`config.mk`:
```
export PLATFORM = sky130hd
export DESIGN_NAME = id_ex_reg
export DESIGN_NICKNAME = d
export VERILOG_FILES = /design/src/rtl/id_ex_reg_pkg.sv /design/src/rtl/id_ex_reg_load_use_detector.sv /design/src/rtl/id_ex_reg.sv
export SDC_FILE = /design/constraint.sdc
export NUM_CORES = 1
export LEC_CHECK = 0
export BUFFER_PORTS_ARGS = -buffer_cell sky130_fd_sc_hd__buf_2
export CAP_MARGIN = 15
export CORE_MARGIN = 10
export CORE_UTILIZATION = 48
export DETAILED_ROUTE_END_ITERATION = 8
export HOLD_SLACK_MARGIN = 0.05
export PLACE_DENSITY_LB_ADDON = 0.25
export REMOVE_ABC_BUFFERS = 1
export SLEW_MARGIN = 20
export SYNTH_ARGS = -nofsm -noshare
export SYNTH_HDL_FRONTEND = slang
export SYNTH_SLANG_ARGS = --single-unit
```
`constraint.sdc`:
```
create_clock -name clk -period 5 [get_ports clk]
set_input_delay 0.75 -clock clk [delete_from_list [all_inputs] [get_ports clk]]
set_output_delay 0.75 -clock clk [all_outputs]
set_load 0.03 [all_outputs]
```
`src/rtl/id_ex_reg_pkg.sv`:
```
// Shared widths and local encodings for the ID/EX pipeline register.
// The bubble's ALU op is the all-zero encoding (ADD).
package id_ex_reg_pkg;

    localparam int XLEN_DEFAULT = 32;
    localparam int REG_ADDR_W   = 5;
    localparam int ALU_OP_W     = 4;

    localparam logic [REG_ADDR_W-1:0] REG_X0      = '0;
    localparam logic [ALU_OP_W-1:0]   ALU_OP_ADD  = 4'd0;
    localparam logic [ALU_OP_W-1:0]   BUBBLE_ALU_OP = ALU_OP_ADD;

    // True when an operand the instruction really reads matches the producing register.
    function automatic logic src_match(input logic uses,
                                       input logic [REG_ADDR_W-1:0] src,
                                       input logic [REG_ADDR_W-1:0] rd);
        return uses && (src == rd);
    endfunction

endpackage

```
`src/rtl/id_ex_reg_load_use_detector.sv`:
```
// Load-use hazard equation: a load in EX whose destination is read by the valid ID instruction.
// A flush kills the ID instruction, so it can never stall.
module id_ex_reg_load_use_detector
    import id_ex_reg_pkg::*;
(
    input  logic                  flush,
    input  logic                  ex_valid,
    input  logic                  ex_mem_read,
    input  logic [REG_ADDR_W-1:0] ex_rd_addr,
    input  logic                  id_valid,
    input  logic                  id_uses_rs1,
    input  logic                  id_uses_rs2,
    input  logic [REG_ADDR_W-1:0] id_rs1_addr,
    input  logic [REG_ADDR_W-1:0] id_rs2_addr,
    output logic                  load_use_stall
);

    logic load_in_ex;
    logic src_hit;

    assign load_in_ex = ex_valid && ex_mem_read && (ex_rd_addr != REG_X0);
    assign src_hit    = src_match(id_uses_rs1, id_rs1_addr, ex_rd_addr)
                     || src_match(id_uses_rs2, id_rs2_addr, ex_rd_addr);

    assign load_use_stall = !flush && load_in_ex && id_valid && src_hit;

endmodule

```
`src/rtl/id_ex_reg.sv`:
```
// ID/EX pipeline register with load-use bubble insertion, flush, hold and a bubble counter.
// Priority per edge: rst, flush, hold, load-use stall, normal load.
module id_ex_reg
    import id_ex_reg_pkg::*;
#(
    parameter int XLEN  = XLEN_DEFAULT,
    parameter int CNT_W = 32
) (
    input  logic                  clk,
    input  logic                  rst,
    input  logic                  flush,
    input  logic                  hold,
    input  logic                  id_valid,
    input  logic [XLEN-1:0]       id_pc,
    input  logic [REG_ADDR_W-1:0] id_rs1_addr,
    input  logic [REG_ADDR_W-1:0] id_rs2_addr,
    input  logic [REG_ADDR_W-1:0] id_rd_addr,
    input  logic                  id_uses_rs1,
    input  logic                  id_uses_rs2,
    input  logic [XLEN-1:0]       id_rs1_data,
    input  logic [XLEN-1:0]       id_rs2_data,
    input  logic [XLEN-1:0]       id_imm,
    input  logic                  id_reg_write,
    input  logic                  id_mem_read,
    input  logic                  id_mem_write,
    input  logic                  id_mem_to_reg,
    input  logic                  id_alu_src,
    input  logic                  id_branch,
    input  logic                  id_jump,
    input  logic [ALU_OP_W-1:0]   id_alu_op,
    output logic                  id_ex_valid,
    output logic [XLEN-1:0]       id_ex_pc,
    output logic [REG_ADDR_W-1:0] id_ex_rs1_addr,
    output logic [REG_ADDR_W-1:0] id_ex_rs2_addr,
    output logic [REG_ADDR_W-1:0] id_ex_rd_addr,
    output logic [XLEN-1:0]       id_ex_rs1_data,
    output logic [XLEN-1:0]       id_ex_rs2_data,
    output logic [XLEN-1:0]       id_ex_imm,
    output logic                  id_ex_reg_write,
    output logic                  id_ex_mem_read,
    output logic                  id_ex_mem_write,
    output logic                  id_ex_mem_to_reg,
    output logic                  id_ex_alu_src,
    output logic                  id_ex_branch,
    output logic                  id_ex_jump,
    output logic [ALU_OP_W-1:0]   id_ex_alu_op,
    output logic                  load_use_stall,
    output logic [CNT_W-1:0]      bubble_count
);

    logic insert_bubble;
    logic load_en;
    logic count_en;

    id_ex_reg_load_use_detector u_load_use_detector (
        .flush          (flush),
        .ex_valid       (id_ex_valid),
        .ex_mem_read    (id_ex_mem_read),
        .ex_rd_addr     (id_ex_rd_addr),
        .id_valid       (id_valid),
        .id_uses_rs1    (id_uses_rs1),
        .id_uses_rs2    (id_uses_rs2),
        .id_rs1_addr    (id_rs1_addr),
        .id_rs2_addr    (id_rs2_addr),
        .load_use_stall (load_use_stall)
    );

    // Flush overrides hold; a held stall is only counted once the hold releases.
    assign insert_bubble = rst || flush || (!hold && load_use_stall);
    assign load_en       = !rst && !flush && !hold && !load_use_stall;
    assign count_en      = !rst && !flush && !hold && load_use_stall;

    always_ff @(posedge clk) begin
        if (insert_bubble) begin
            id_ex_valid      <= 1'b0;
            id_ex_pc         <= '0;
            id_ex_rs1_addr   <= REG_X0;
            id_ex_rs2_addr   <= REG_X0;
            id_ex_rd_addr    <= REG_X0;
            id_ex_rs1_data   <= '0;
            id_ex_rs2_data   <= '0;
            id_ex_imm        <= '0;
            id_ex_reg_write  <= 1'b0;
            id_ex_mem_read   <= 1'b0;
            id_ex_mem_write  <= 1'b0;
            id_ex_mem_to_reg <= 1'b0;
            id_ex_alu_src    <= 1'b0;
            id_ex_branch     <= 1'b0;
            id_ex_jump       <= 1'b0;
            id_ex_alu_op     <= BUBBLE_ALU_OP;
        end else if (load_en) begin
            id_ex_valid      <= id_valid;
            id_ex_pc         <= id_pc;
            id_ex_rs1_addr   <= id_rs1_addr;
            id_ex_rs2_addr   <= id_rs2_addr;
            id_ex_rd_addr    <= id_rd_addr;
            id_ex_rs1_data   <= id_rs1_data;
            id_ex_rs2_data   <= id_rs2_data;
            id_ex_imm        <= id_imm;
            id_ex_reg_write  <= id_reg_write;
            id_ex_mem_read   <= id_mem_read;
            id_ex_mem_write  <= id_mem_write;
            id_ex_mem_to_reg <= id_mem_to_reg;
            id_ex_alu_src    <= id_alu_src;
            id_ex_branch     <= id_branch;
            id_ex_jump       <= id_jump;
            id_ex_alu_op     <= id_alu_op;
        end
    end

    always_ff @(posedge clk) begin
        if (rst) begin
            bubble_count <= '0;
        end else if (count_en) begin
            bubble_count <= bubble_count + 1'b1;
        end
    end

endmodule

```
==> metrics.txt <==
Final WS setup=2.17 ns; CTS sink cnt=187; run status=completed; Required @ worst endpoint=4.25 ns; Slowest Stage Delay on Critical Path=0.50 ns; CTS root buffer=clkbuf_16; Worst Reg-to-Reg Cells=5; port bufs=348; Die Ht=approximately 140 um; Total Nets Final=1063; clk slew on worst S/H paths=0.06 ns; worst skew pair latency=0.42 ns; worst hold path stage count=1; Crit path buffers/inverters=1; clk_skew=0.00823 ns; r2r endpoint=id_ex_rs2_data[0]$_SDFFE_PP0P_; Synth Register Bits=between 150 and 200; Slew @ Worst Pin=0.697 ns; CP delay by family, top=flip-flops; grt ovf=0; Ys Warns=0; pwr dens=roughly 350 nW/um2; Worst Setup End Kind=output pin; Worst Hold Launch=id_ex_rs2_data[29]$_SDFFE_PP0P_; area of the core=13300 um2; post-synth cell types=37; Tmin final=2.83 ns; CP max stage cell=dfxtp_1; reg-to-reg startpoint=id_ex_rd_addr[0]$_SDFFE_PP0P_; Placed Cells=1058; post-cts resize count=0; Max-Slew Margin vs Limit=0.535; startpoint types=flip-flop; num ports=349; residual DRC count=0; EDFF count, synth=0; total track usage=0.241; pin count of the biggest net entering global routing=154; antenna viol nets, final=0; busiest grt layer=met2; initial antenna violation count=4; peak supply drop=0.000253 V; postcts setup bufs=0; layout cells sized above 1=0.430; HPWL after detailed placement=17.6 mm; dpl ws=approximately 2.1 ns; vias=6022; final wirelength=23.4 mm; met2 usage=0.404; worst hold endpoint=id_ex_rs2_data[29]$_SDFFE_PP0P_; CTS tree=done; reg2reg setup slack=approximately 2.4 ns; clk buf depth=2; chip width=approximately 140 um; Slew Limit Fails=0; hold_buf cts=0; die area=18700 um2; RSZ-0062 raised after global routing=false; first drt pass iteration count=5; first-pass GRT wire length=about 35 mm; met3 Usage GRT=0.100; cts bufs inserted=17; CP Max Fanout=5; htree depth=4; initial core utilization=0.491; Layout fillers=1099; num rows=42; Setup CP Type=flip-flop to output pin; LEAKAGE=0.00416 uW; HP Class=flip-flop to flip-flop; f_max=353 MHz; crit-path cells=xnor2_1 -> nand4_1 -> o22ai_1 -> nand2_1 -> nor2_1 -> buf_2; max_cap viols=0; final hold vios=0; vias in the first global route=5946; final cell count without fillers=1092; routability congestion estimate=0.850; Mapped Area=6530 um2; DR WL/cell=21.4 um; Setup violations, final=0; post-synthesis sequential area ratio=0.574; first-iteration detailed-routing DRC count=~460; Vias/cell=5.51; met1 Track Usage GR=0.275; Data arrival, critical path=2.08 ns; power consumption=3100 uW; P&R area growth vs syn=36.3%; most frequently used flop master after synthesis=dfxtp_1; Final period util=0.566; FFs w/ async S/R, synth=0; Synth Instances=578; Synth Area per Inst=11.3 um2
cell usage after synthesis (all sizes together) (2+ instances only):
cell    instances  area, um2
clkbuf         26       97.6
and3            3       18.8
o31ai          25        188
inv             7       26.3
nor2            8       30.0
nor4            2       18.8
a22o          155       1360
nor2b           2       12.5
o21ai           4       20.0
nor3            8       56.3
mux2            2       22.5
nand4          11       75.1
or3             4       30.0
nand2          16       62.6
dfxtp         187       3740
nand3          21        118
buf            22        123
xnor2          10       87.6
a21oi          30        150
or4            26        195
layout make-up:
type / instances / area [um2] / area share
diodes: 4 / 10.0 / 0.00113
clock buffers: 24 / 482 / 0.0542
clock inverters: 6 / 65.1 / 0.00731
inverters: 7 / 26.3 / 0.00295
multi-input cells: 336 / 2550 / 0.287
flip-flops and latches: 187 / 3740 / 0.421
well taps: 176 / 220 / 0.0248
repair buffers: 352 / 1800 / 0.202
worst register-to-register path, cell delays in order (launching register included):
cell     delay, ns
dfxtp_1       0.40
nor4_2        0.48
a21oi_1       0.25
a21oi_4       0.61
buf_4         0.57
a22o_1        0.25
cell usage in the layout (no fill, tap or decap), drive strengths merged:
cell      Yosys  layout
or4          26      26
mux2          2       2
clkbuf       26      24
clkinv        0       4
mux2i         1       1
diode         0       4
a22o        155     155
nor2b         2       2
or3           4       4
o22ai         1       1
clkinvlp      0       1
bufinv        0       1
a21oi        30      30
dfxtp       187     187
o22a          1       1
nor3b         1       1
or2           1       1
nor2          8       8
xnor2        10      10
o31ai        25      25
nor4b         1       1
and3          3       3
nand3        21      21
a211oi        1       1
inv           7       7
o21ai         4       4
nand2        16      16
nor3          8       8
nand2b        1       1
buf          22     352
ha            1       1
nor4          2       2
nand4        11      11
per-layer routing:
metal	share of wire	wire length, um
met1	0.38	8880
met2	0.51	12000
met3	0.096	2250
met4	0.0097	227
met5	0	0
cells by family (layout without fill, tap and decap cells):
kind of cell    after synthesis  count (layout)  share of synthesized area
compound gates              217             217                      0.268
simple gates                105             105                     0.0999
other cells                   0               4                          0
buf+inv                      55             389                     0.0378
flops                       187             187                      0.574
xor+xnor                     10              10                     0.0134
fa+ha+maj                     1               1                    0.00192
mux                           3               3                    0.00499
report_power, final:
group | switching [uW] | internal (uW)
sequential | 24.8 | 1530
clock | 535 | 721
combinational | 180 | 113
total | 740 | 2360
per-stage QoR:
stage               hold slack (ns)  TNS (ns)   util  instance area, um2
floorplan                     0.587   -744.98      -                6300
global placement              0.450         0  0.627                8340
detailed placement            0.449         0  0.627                8340
CTS                           0.472         0  0.668                8880
global route                  0.480         0  0.669                8890
finish                        0.471         0  0.669                8890
worst max-delay path by stage:
stage	start	end	slack (ns)	cells past startpoint
5_1_grt	id_ex_rd_addr[0]$_SDFFE_PP0P_	load_use_stall	1.94	6
2_1_floorplan	flush	id_ex_alu_op[0]$_SDFFE_PP0P_	-4.81	2
4_1_cts	id_ex_rd_addr[0]$_SDFFE_PP0P_	load_use_stall	2.16	6
6_report	id_ex_rd_addr[0]$_SDFFE_PP0P_	load_use_stall	2.17	6
3_5_place_dp	rst	id_ex_pc[2]$_SDFFE_PP0P_	2.08	5
3_3_place_gp	rst	id_ex_rs2_data[10]$_SDFFE_PP0P_	2.08	5
Note: power is estimated with default switching activity, not from simulation.
